### src/rtl/aoram_bridge.sv
// aoram_bridge: turns a valid/ready request channel into strobed single-word
// accesses on one of two always-on RAM banks and returns data/error on a
// valid/ready response channel. All RAM-port outputs come straight from flops.
module aoram_bridge #(
    parameter int unsigned SETUP_CYC  = 1,
    parameter int unsigned STROBE_CYC = 1,
    parameter int unsigned HOLD_CYC   = 1,
    parameter int unsigned DW         = 36
) (
    input  logic                 clk,
    input  logic                 reset,
    input  logic                 req_valid,
    output logic                 req_ready,
    input  logic                 req_we,
    input  logic [10:0]          req_addr,
    input  logic [DW-1:0]        req_wdata,
    output logic                 rsp_valid,
    input  logic                 rsp_ready,
    output logic [DW-1:0]        rsp_rdata,
    output logic                 rsp_err,
    input  logic                 ipsleep,
    input  logic                 ao_iso,
    output logic                 busy,
    output logic [1:0]           aoram_clkb,
    output logic [1:0]           aoram_bcen,
    output logic [1:0]           aoram_bwen,
    output logic [9:0]           aoram_ba,
    output logic [DW-1:0]        aoram_bd,
    input  logic [1:0][DW-1:0]   aoram_bq
);

    // Counter reload values: a phase lasting N cycles loads N-1; 0 behaves as 1.
    localparam logic [3:0] SETUP_LD  = (SETUP_CYC  == 0) ? 4'd0 : 4'(SETUP_CYC  - 1);
    localparam logic [3:0] STROBE_LD = (STROBE_CYC == 0) ? 4'd0 : 4'(STROBE_CYC - 1);
    localparam logic [3:0] HOLD_LD   = (HOLD_CYC   == 0) ? 4'd0 : 4'(HOLD_CYC   - 1);

    typedef enum logic [2:0] {
        IDLE   = 3'd0,
        SETUP  = 3'd1,
        STROBE = 3'd2,
        HOLD   = 3'd3,
        RESP   = 3'd4
    } state_t;

    state_t          r_state, w_state_nxt;
    logic [3:0]      r_cnt, w_cnt_nxt;

    // Latched request attributes
    logic            r_bank;
    logic            r_we;
    logic            r_err_pend;

    // Registered RAM port
    logic [1:0]      r_clkb, r_bcen, r_bwen;
    logic [9:0]      r_ba;
    logic [DW-1:0]   r_bd;

    // Registered response
    logic            r_rsp_valid;
    logic            r_rsp_err;
    logic [DW-1:0]   r_rsp_rdata;

    logic            w_accept, w_last, w_bank, w_we, w_err;
    logic [1:0]      w_sel, w_clkb_nxt, w_bcen_nxt, w_bwen_nxt;

    assign req_ready  = (r_state == IDLE) & ~ipsleep & ~reset;
    assign w_accept   = req_valid & req_ready;
    assign w_last     = (r_cnt == 4'd0);

    // In IDLE the strobes for SETUP are computed from the incoming request,
    // afterwards from the latched copy.
    assign w_bank     = (r_state == IDLE) ? req_addr[10] : r_bank;
    assign w_we       = (r_state == IDLE) ? req_we       : r_we;
    assign w_sel      = w_bank ? 2'b10 : 2'b01;

    // Isolation seen at any point of the RAM sequence turns the result into an error.
    assign w_err      = r_err_pend | ao_iso;

    assign busy       = (r_state != IDLE);
    assign rsp_valid  = r_rsp_valid;
    assign rsp_err    = r_rsp_err;
    assign rsp_rdata  = r_rsp_rdata;
    assign aoram_clkb = r_clkb;
    assign aoram_bcen = r_bcen;
    assign aoram_bwen = r_bwen;
    assign aoram_ba   = r_ba;
    assign aoram_bd   = r_bd;

    // State register and phase down-counter
    always_ff @(posedge clk) begin
        if (reset) begin
            r_state <= IDLE;
            r_cnt   <= 4'd0;
        end else begin
            r_state <= w_state_nxt;
            r_cnt   <= w_cnt_nxt;
        end
    end

    // Next state, counter reload and next values of the registered RAM strobes
    always_comb begin
        w_state_nxt = r_state;
        w_cnt_nxt   = (r_cnt == 4'd0) ? 4'd0 : r_cnt - 4'd1;
        w_clkb_nxt  = 2'b00;
        w_bcen_nxt  = 2'b11;
        w_bwen_nxt  = 2'b11;

        case (r_state)
            IDLE: begin
                if (w_accept) begin
                    if (ao_iso) begin
                        w_state_nxt = RESP;
                        w_cnt_nxt   = 4'd0;
                    end else begin
                        w_state_nxt = SETUP;
                        w_cnt_nxt   = SETUP_LD;
                    end
                end
            end
            SETUP: begin
                if (w_last) begin
                    w_state_nxt = STROBE;
                    w_cnt_nxt   = STROBE_LD;
                end
            end
            STROBE: begin
                if (w_last) begin
                    w_state_nxt = HOLD;
                    w_cnt_nxt   = HOLD_LD;
                end
            end
            HOLD: begin
                if (w_last) begin
                    w_state_nxt = RESP;
                    w_cnt_nxt   = 4'd0;
                end
            end
            RESP: begin
                if (rsp_ready) begin
                    w_state_nxt = IDLE;
                    w_cnt_nxt   = 4'd0;
                end
            end
            default: begin
                w_state_nxt = IDLE;
                w_cnt_nxt   = 4'd0;
            end
        endcase

        // Only the selected bank ever sees enable or strobe activity.
        if (w_state_nxt == SETUP || w_state_nxt == STROBE || w_state_nxt == HOLD) begin
            w_bcen_nxt = ~w_sel;
            w_bwen_nxt = w_we ? ~w_sel : 2'b11;
        end
        if (w_state_nxt == STROBE)
            w_clkb_nxt = w_sel;
    end

    // Request latch, RAM port registers and response registers
    always_ff @(posedge clk) begin
        if (reset) begin
            r_bank      <= 1'b0;
            r_we        <= 1'b0;
            r_err_pend  <= 1'b0;
            r_clkb      <= 2'b00;
            r_bcen      <= 2'b11;
            r_bwen      <= 2'b11;
            r_ba        <= '0;
            r_bd        <= '0;
            r_rsp_valid <= 1'b0;
            r_rsp_err   <= 1'b0;
            r_rsp_rdata <= '0;
        end else begin
            r_clkb <= w_clkb_nxt;
            r_bcen <= w_bcen_nxt;
            r_bwen <= w_bwen_nxt;

            if (w_accept) begin
                r_bank     <= req_addr[10];
                r_we       <= req_we;
                r_err_pend <= 1'b0;
                if (ao_iso) begin
                    // Blocked at the door: answer straight away, RAM untouched.
                    r_rsp_valid <= 1'b1;
                    r_rsp_err   <= 1'b1;
                    r_rsp_rdata <= '0;
                end else begin
                    r_ba <= req_addr[9:0];
                    if (req_we)
                        r_bd <= req_wdata;
                end
            end

            if (r_state == SETUP || r_state == STROBE || r_state == HOLD)
                r_err_pend <= w_err;

            // Last HOLD cycle: read data is valid on aoram_bq, publish the response.
            if (r_state == HOLD && w_last) begin
                r_rsp_valid <= 1'b1;
                r_rsp_err   <= w_err;
                r_rsp_rdata <= (r_we | w_err) ? '0 : aoram_bq[r_bank];
            end

            if (r_state == RESP && rsp_ready) begin
                r_rsp_valid <= 1'b0;
                r_rsp_err   <= 1'b0;
                r_rsp_rdata <= '0;
            end
        end
    end

endmodule
### config.mk
export PLATFORM = sky130hd
export DESIGN_NAME = aoram_bridge
export DESIGN_NICKNAME = d
export VERILOG_FILES = /design/src/rtl/aoram_bridge.sv
export SDC_FILE = /design/constraint.sdc
export NUM_CORES = 1
export LEC_CHECK = 0
export ABC_AREA = 1
export CAP_MARGIN = 20
export CORE_ASPECT_RATIO = 0.6
export CORE_MARGIN = 1
export CORE_UTILIZATION = 40
export CTS_BUF_LIST = sky130_fd_sc_hd__clkbuf_8
export DETAILED_ROUTE_END_ITERATION = 10
export HOLD_SLACK_MARGIN = 0.1
export PLACE_DENSITY = 0.85
export SYNTH_ARGS = -nofsm -noshare
export SYNTH_HDL_FRONTEND = slang
export SYNTH_SLANG_ARGS = --single-unit
### constraint.sdc
create_clock -name clk -period 3.15 [get_ports clk]
set_input_delay 0.4725 -clock clk [delete_from_list [all_inputs] [get_ports clk]]
set_output_delay 0.4725 -clock clk [all_outputs]
set_load 0.03 [all_outputs]
======== Word-level counts from Yosys, hierarchy flattened ========
Cells that the tools add are included.
storage, ports and cells
  bits of input ports ..................... 126
  register bits after elaboration ......... 100
operators by class
  bitwise operators ....................... 12
  eq/ne operators ......................... 7
  magnitude comparators ................... 1
  reduce and logical (&&, ||, !) cells .... 20
  multiplexer cells ....................... 27
  $add $sub $neg .......................... 1
operators by type and width
  kind                                                                  count
  36-bit two-way mux                                                    6
  3-bit two-way mux                                                     6
  4-bit two-way mux                                                     4
  3-bit one-hot mux with 5 select lines                                 1
  3-bit by 2-bit == test with 1-bit output, second input constant       4
  4-bit one-hot mux with 3 select lines                                 1
  1-bit two-way mux                                                     8
  3-bit by 1-bit == test with 1-bit output, second input constant       2
  1-bit NOT                                                             6
  2-bit nonzero test                                                    3
  2-bit OR reduction                                                    3
  3-bit OR reduction                                                    2
  4-bit zero test                                                       1
  1-bit logical OR                                                      4
  2-bit AND reduction                                                   2
  4-bit by 1-bit subtractor with 4-bit output, second input constant    1
  1-bit AND                                                             3
  3-bit == test, second input constant                                  1
  3-bit zero test                                                       1
  3-bit AND reduction                                                   1
  3-bit nonzero test                                                    1
  1-bit logical AND                                                     2
  1-bit by 2-bit < comparator with 1-bit output, second input constant  1
  2-bit two-way mux                                                     1
  other kinds (2)                                                       3

======== Longest topological paths before layout ========
Gate-level depths: netlist (run 1).
  depth after elaboration ................. 11
  gate-level depth with buffers ........... 10
  gate-level depth less buffers ........... 9

======== Worst setup path after synthesis (run 1) ========
No wires, ideal clock.
  path type ............................... in2reg
  start point ............................. in reset
  end point ............................... reg r_rsp_rdata[11] (netlist: rsp_rdata[11])
  path slack .............................. 1.468 ns
  stages .................................. 8
  setup time .............................. 0.143 ns
  arrival ................................. 1.538 ns
  buffers on the path ..................... 2
  required time ........................... 3.007 ns
  cells stage by stage .................... inv_1 -> nand2_1 -> nor2_4 -> nand3_1 -> buf_2 -> buf_2 -> nand3_1 -> a21oi_2
on the way
  cells in the longest elaborated chain, start to end .. 5
  elaborated cells on any way between the ends .. 6
RTL lines
  item                           line  source
  start, declared                11    input logic reset,
  1-bit NOT                      66    assign req_ready = (r_state == IDLE) & ~ipsleep & ~reset;
  1-bit AND                      66
  named net req_ready            13    output logic req_ready,
  1-bit AND                      67    assign w_accept = req_valid & req_ready;
  2-bit nonzero test (no line)   --
  2-bit AND reduction (no line)  --
  end signal, assigned           201   r_rsp_rdata <= (r_we | w_err) ? '0 : aoram_bq[r_bank];
  end, declared                  61    logic [DW-1:0] r_rsp_rdata;
The timed path passes the listed nets, and every way through them passes these cells.
A chain may end at the register's enable or synchronous reset.

======== Worst setup path in the final report (run 1) ========
  start point ............................. reg r_cnt[0]
  end point ............................... reg r_rsp_rdata[18] (netlist: rsp_rdata[18])
on the way
  cells in the longest elaborated chain, start to end .. 4
  elaborated cells on any way between the ends .. 6
RTL lines
  item                           line  source
  start, declared                46    logic [3:0] r_cnt, w_cnt_nxt;
  start signal, assigned         96    r_cnt <= w_cnt_nxt;
  4-bit zero test *              68    assign w_last = (r_cnt == 4'd0);
  1-bit logical AND *            198   if (r_state == HOLD && w_last) begin
  2-bit nonzero test (no line)   --
  2-bit AND reduction (no line)  --
Every way passes the cells marked *; elsewhere a longest branch is shown, timed or not.

==> results of run 1 <==
==> through the flow <==
step                utilization (%)  power (uW)  instance area (um2)
floorplan                         -        1640                 4580
global placement               62.0        1900                 6730
detailed placement             62.0        1900                 6730
CTS                            64.0        2780                 6940
global route                   64.2        2900                 6970
finish                         64.2        2760                 6970
==> flip-flops by register name (all words and copies together) (netlist names) <==
register    flops
aoram_ba       10
aoram_bcen      2
aoram_bd       36
aoram_bwen      2
aoram_clkb      2
r_bank          1
r_cnt           4
r_err_pend      1
r_state         3
r_we            1
rsp_err         1
rsp_rdata      36
rsp_valid       1
==> power by group <==
part           total (uW)  internal [uW]  switching (uW)
sequential           1320           1300            21.4
combinational         556            268             288
clock                 884            461             423
total                2760           2030             733
==> worst register-to-register path: stages (launching register included) <==
cell	delay, ns
dfxtp_1	0.33
inv_1	0.08
ha_1	0.19
nand2_1	0.10
or2_2	0.61
nor2_8	0.62
nand2_1	0.16
a21oi_2	0.18
==> per-layer routing <==
metal / track usage, % / wire [um] / share of wire, % / up-vias
met5: 0 / 0 / 0 / -
met4: 5.39 / 157 / 1.3 / 0
met3: 7.39 / 1010 / 8.2 / 16
met2: 34.9 / 5580 / 45 / 174
met1: 26.5 / 5540 / 45 / 1939
li1: - / - / - / 2368
==> cell families after synthesis <==
logic type      Yosys count  synth area share (%)
simple gates            396                  36.6
flops                   100                  43.7
buf+inv                  93                  10.1
compound gates           56                  8.66
xor+xnor                  2                 0.382
fa+ha+maj                 2                 0.546
==> final timing paths <==
path                                     startpoint                          to  slack (ns)
worst max register to register  r_cnt[0]$_SDFF_PP0_  rsp_rdata[18]$_SDFFE_PP0P_        0.82
worst min-delay path            r_cnt[0]$_SDFF_PP0_         r_cnt[0]$_SDFF_PP0_        0.46
worst min register to register  r_cnt[0]$_SDFF_PP0_         r_cnt[0]$_SDFF_PP0_        0.46
worst max-delay path            r_cnt[0]$_SDFF_PP0_  rsp_rdata[18]$_SDFFE_PP0P_        0.82
==> area by class of cell <==
class                   instances  share of cell area (%)
clock buffers                  10                    1.97
clock inverters                 4                    1.08
inverters                      56                    3.02
multi-input cells             456                    30.5
flip-flops and latches        100                    28.7
well taps                     139                    2.50
repair buffers                223                    32.2
==> layout by cell type (no fill, tap or decap), drive strengths merged, types with 2 or more instances in the layout <==
cell type / instances
nand2: 237
clkdlybuf4s50: 216
nor2: 108
dfxtp: 100
inv: 55
nand3: 46
a21oi: 39
o21ai: 15
clkbuf: 10
buf: 7
xnor2: 2
nand4: 2
ha: 2
clkinvlp: 2
bufinv: 2
==> flow_metrics.tcl, run 1 <==
set metrics [dict create \
    cp-start-kind "flop" \
    endpoint_kind "flop" \
    max_freq_mhz 428 \
    yosysUniqueCellTypes 30 \
    die_area_um2 11900 \
    clockBufferDepth 2 \
    clock_sinks 100 \
    rsz0062_at_grt "no" \
    path_depth 7 \
    layout_setup_ws_ns 0.816 \
    fillers 937 \
    drc 0 \
    status "finished clean" \
    critPathKind "flop to flop" \
    area_delta_synth_final_pct 52.1 \
    wire_per_inst_um 12.4 \
    netlist_area_um2 4580 \
    ys.flop_type "dfxtp_1" \
    cp_slowest_stage_delay_ns 0.61 \
    yosys-top-cells-area "dfxtp_1 44%, nand2_1 18%, nor2_1 8.4%, a21oi_2 5.7%, nand3_1 4.9%" \
    rows 29 \
    syn_avg_cell_area_um2 7.06 \
    cts_setup_buffers 0 \
    period_needed_ns 2.33 \
    drt_first_pass_iters 4 \
    tns_ns 0 \
    ys_seq_area_share_pct 43.7 \
    crit_family "simple AND/OR/NAND/NOR gates" \
    yosysTopAreaCell "dfxtp_1" \
    grt_pass1_vias 4146 \
    cts-root-buf "clkbuf_8" \
    layout-drive-gt1-share_pct 9.66 \
    cts_resized 0 \
    cp_slowest_cell "or2_2" \
    cp_max_fo 40 \
    clk_latency_ns 0.36 \
    hpwl_mm 9.25 \
    ys_ff_latch 100 \
    cts_buffers 9 \
    multi_input_area_um2 2120 \
    grt_use_total_pct 21.2 \
    nets 974 \
    async_flop_share_pct 0 \
    power.leakage_uw 0.00289 \
    vdd_drop_max_uv 170 \
    p_per_area_nw_per_um2 396 \
    slew_violations 0 \
    hold_depth 1 \
    hold_violations 0 \
    synthCells 649 \
    dp.cells 973 \
    drtAntennaViolNets 0 \
    num_io_pins 218 \
    max_slew.worst_pin.slew_ns 0.876 \
    cts.reportedPaths.clkPinSlew_ns 0.09 \
    die_w_um 140 \
    pre_cts_ws_ns 0.758 \
    r2r_cells 7 \
    yosys-top-cells-count "216 x nand2_1, 103 x nor2_1, 100 x dfxtp_1, 54 x inv_1, 45 x nand3_1" \
    grt_max_degree 73 \
    cts_tree "done" \
    synth_edf_count 0 \
    coreArea_um2 10800 \
    crit_chain "inv_1 > ha_1 > nand2_1 > or2_2 > nor2_8 > nand2_1 > a21oi_2" \
    crit_top_cell "nand2_1" \
    layout.cells.non_filler 988 \
    maxCapViolations 0 \
    grt_first_pass_wirelength_mm 20.0 \
    antenna_found_initial 0 \
    synth_most_common_cell "nand2_1" \
    htreeDepth 3 \
    start_util_pct 42.2 \
    hold_path.class "flop to flop" \
    viasPerCell 4.55 \
    overflow 0 \
    cp.required_ns 3.43 \
    via_count 4497 \
    gp_congestion 0.870 \
    seq_area_um2 2000 \
    routed_wl_mm 12.3 \
    die_h_um 84.9 \
    critical_path_arrival_ns 2.62 \
    finalCritPeriodShare_pct 74.1 \
    synthesis.nets 777 \
    yosysTopAreaCellShare_pct 43.7 \
    ctsHoldBuffers 0 \
    relSlewSlack_pct 41.6 \
    ys.warnings.count 0 \
    finalHoldWorstSlack_ns 0.458 \
    antenna_cells 0 \
    clock_skew_ns 0.00918 \
    critPathBufInv 1 \
    setup_viol 0 \
    io_buffers 217 \
    drt_iter0_drc 204 \
]
Note: power is estimated with default switching activity, not from simulation.
==> inputs of run 2 (changes only) <==
- clock period: 3.15 -> 2.2 ns (I/O delays scaled with it)
==> flow_metrics.tcl, run 2 (synthesis gave the netlist of run 1 again) <==
set metrics [dict create \
    cp_slowest_stage_delay_ns 0.67 \
    max_freq_mhz 494 \
    antenna_found_initial 0 \
    htreeDepth 3 \
    cp.required_ns 1.87 \
    rr_endpoint "rsp_rdata[14]$_SDFFE_PP0P_" \
    drtAntennaViolNets 0 \
    cp_max_fo 6 \
    max_slew.worst_pin.slew_ns 0.519 \
    io_buffers 217 \
    overflow 0 \
    critical_path_arrival_ns 1.70 \
    endpoint_kind "primary output" \
    setup_viol 0 \
    vdd_drop_max_uv 258 \
    finalCritPeriodShare_pct 92.1 \
    final_area_um2 7020 \
    cts_setup_buffers 0 \
    cts.reportedPaths.clkPinSlew_ns 0.09 \
    die_h_um 84.9 \
    clk_latency_ns 0.36 \
    dp.cells 982 \
    hold_start "r_cnt[0]$_SDFF_PP0_" \
    power.leakage_uw 0.00293 \
    r2r-start "r_cnt[0]$_SDFF_PP0_" \
    hold_violations 0 \
    dpl_cell_area_um2 6820 \
    cp-start-kind "flop" \
    routed_wl_mm 12.3 \
    die_area_um2 11900 \
    tns_ns 0 \
    critPathKind "flop to primary output" \
    fillers 958 \
    hold_depth 1 \
    die_w_um 140 \
    rows 29 \
    hpwl_mm 9.32 \
    drt_first_pass_iters 5 \
    r2r_cells 8 \
    relSlewSlack_pct 65.4 \
    cts-root-buf "clkbuf_8" \
    worstHoldEndpoint "r_cnt[0]$_SDFF_PP0_" \
    hold_path.class "flop to flop" \
    maxCapViolations 0 \
    area_delta_synth_final_pct 53.1 \
    via_count 4531 \
    grt_max_degree 51 \
    layout-drive-gt1-share_pct 10.4 \
    clockBufferDepth 2 \
    r2r_slack_ns 0.30 \
    clock_sinks 100 \
    nets 982 \
    cts_tree "done" \
    mostFrequentLayoutCell "clkdlybuf4s50_1" \
    coreArea_um2 10800 \
    crit_chain "nor2_4 > nand2_4 > clkdlybuf4s50_1" \
    drc 0 \
    layout.cells.non_filler 998 \
    drt_iter0_drc 265 \
    clock_skew_ns 0.00874 \
    antenna_cells 0 \
    p_per_area_nw_per_um2 548 \
    crit_family "buffers and inverters" \
    cp_slowest_cell "clkdlybuf4s50_1" \
    final_cell_mix "216 x clkdlybuf4s50_1, 215 x nand2_1, 103 x nor2_1, 100 x dfxtp_1, 57 x inv_1" \
    slew_violations 0 \
    start_util_pct 42.2 \
    viasPerCell 4.54 \
    cts_buffers 9 \
    finalHoldWorstSlack_ns 0.443 \
    num_io_pins 218 \
    cts_resized 0 \
    grt_use_total_pct 21.4 \
    period_needed_ns 2.03 \
    grt_first_pass_wirelength_mm 20.3 \
    gp_congestion 0.850 \
    critPathBufInv 1 \
    wire_per_inst_um 12.3 \
    fin_util_pct 64.7 \
    status "finished clean" \
    grt_pass1_vias 4270 \
    ctsHoldBuffers 0 \
    rsz0062_at_grt "no" \
]
## run 2: worst max path at each step
stage,depth (start not counted),to,from,slack (ns)
global route,3,busy,r_state[0]$_SDFF_PP0_,0.08
global placement,8,rsp_rdata[19]$_SDFFE_PP0P_,reset,0.27
CTS,3,busy,r_state[0]$_SDFF_PP0_,0.16
finish,3,busy,r_state[0]$_SDFF_PP0_,0.17
floorplan,8,rsp_rdata[11]$_SDFFE_PP0P_,r_state[1]$_SDFF_PP0_,0.57
detailed placement,10,aoram_bd[27]$_SDFFE_PP0P_,reset,0.20
## run 2: metal layers
metal | share of wire, % | global-route usage [%] | vias to the layer above
met3 | 7.6 | 7.34 | 4
met4 | 0.31 | 3.80 | 0
met2 | 45 | 35.0 | 148
met5 | 0 | 0 | -
li1 | - | - | 2385
met1 | 48 | 27.6 | 1994
## run 2: per-stage QoR
step	power (uW)	setup WS, ns
finish	3850	0.174
global route	4040	0.0833
CTS	3880	0.163
detailed placement	2740	0.196
global placement	2730	0.269
floorplan	2350	0.573
## run 2: final cells by class
class | count | area [um2] | share of cell area [%]
Clock buffer | 10 | 138 | 1.96
Tap cell | 139 | 174 | 2.48
Multi-Input combinational cell | 456 | 2120 | 30.3
Sequential cell | 100 | 2000 | 28.5
Timing Repair Buffer | 231 | 2310 | 33.0
Clock inverter | 6 | 57.6 | 0.820
Inverter | 56 | 210 | 3.00
## run 2: worst reg2reg max path, delay by kind of cell, from the launching register on
family / cells / cell delay, ns
AOI/OAI and AO/OA: 1 / 0.13
adders and majority gates: 1 / 0.19
buffers and inverters: 2 / 0.30
DFF: 1 / 0.33
and+or+nand+nor: 4 / 0.89
## run 2: power breakdown
part | total (uW) | leakage (uW) | internal [uW] | switching (uW)
combinational | 801 | 0.00202 | 386 | 414
clock | 1150 | 0.000106 | 547 | 603
sequential | 1900 | 0.000808 | 1860 | 31.6
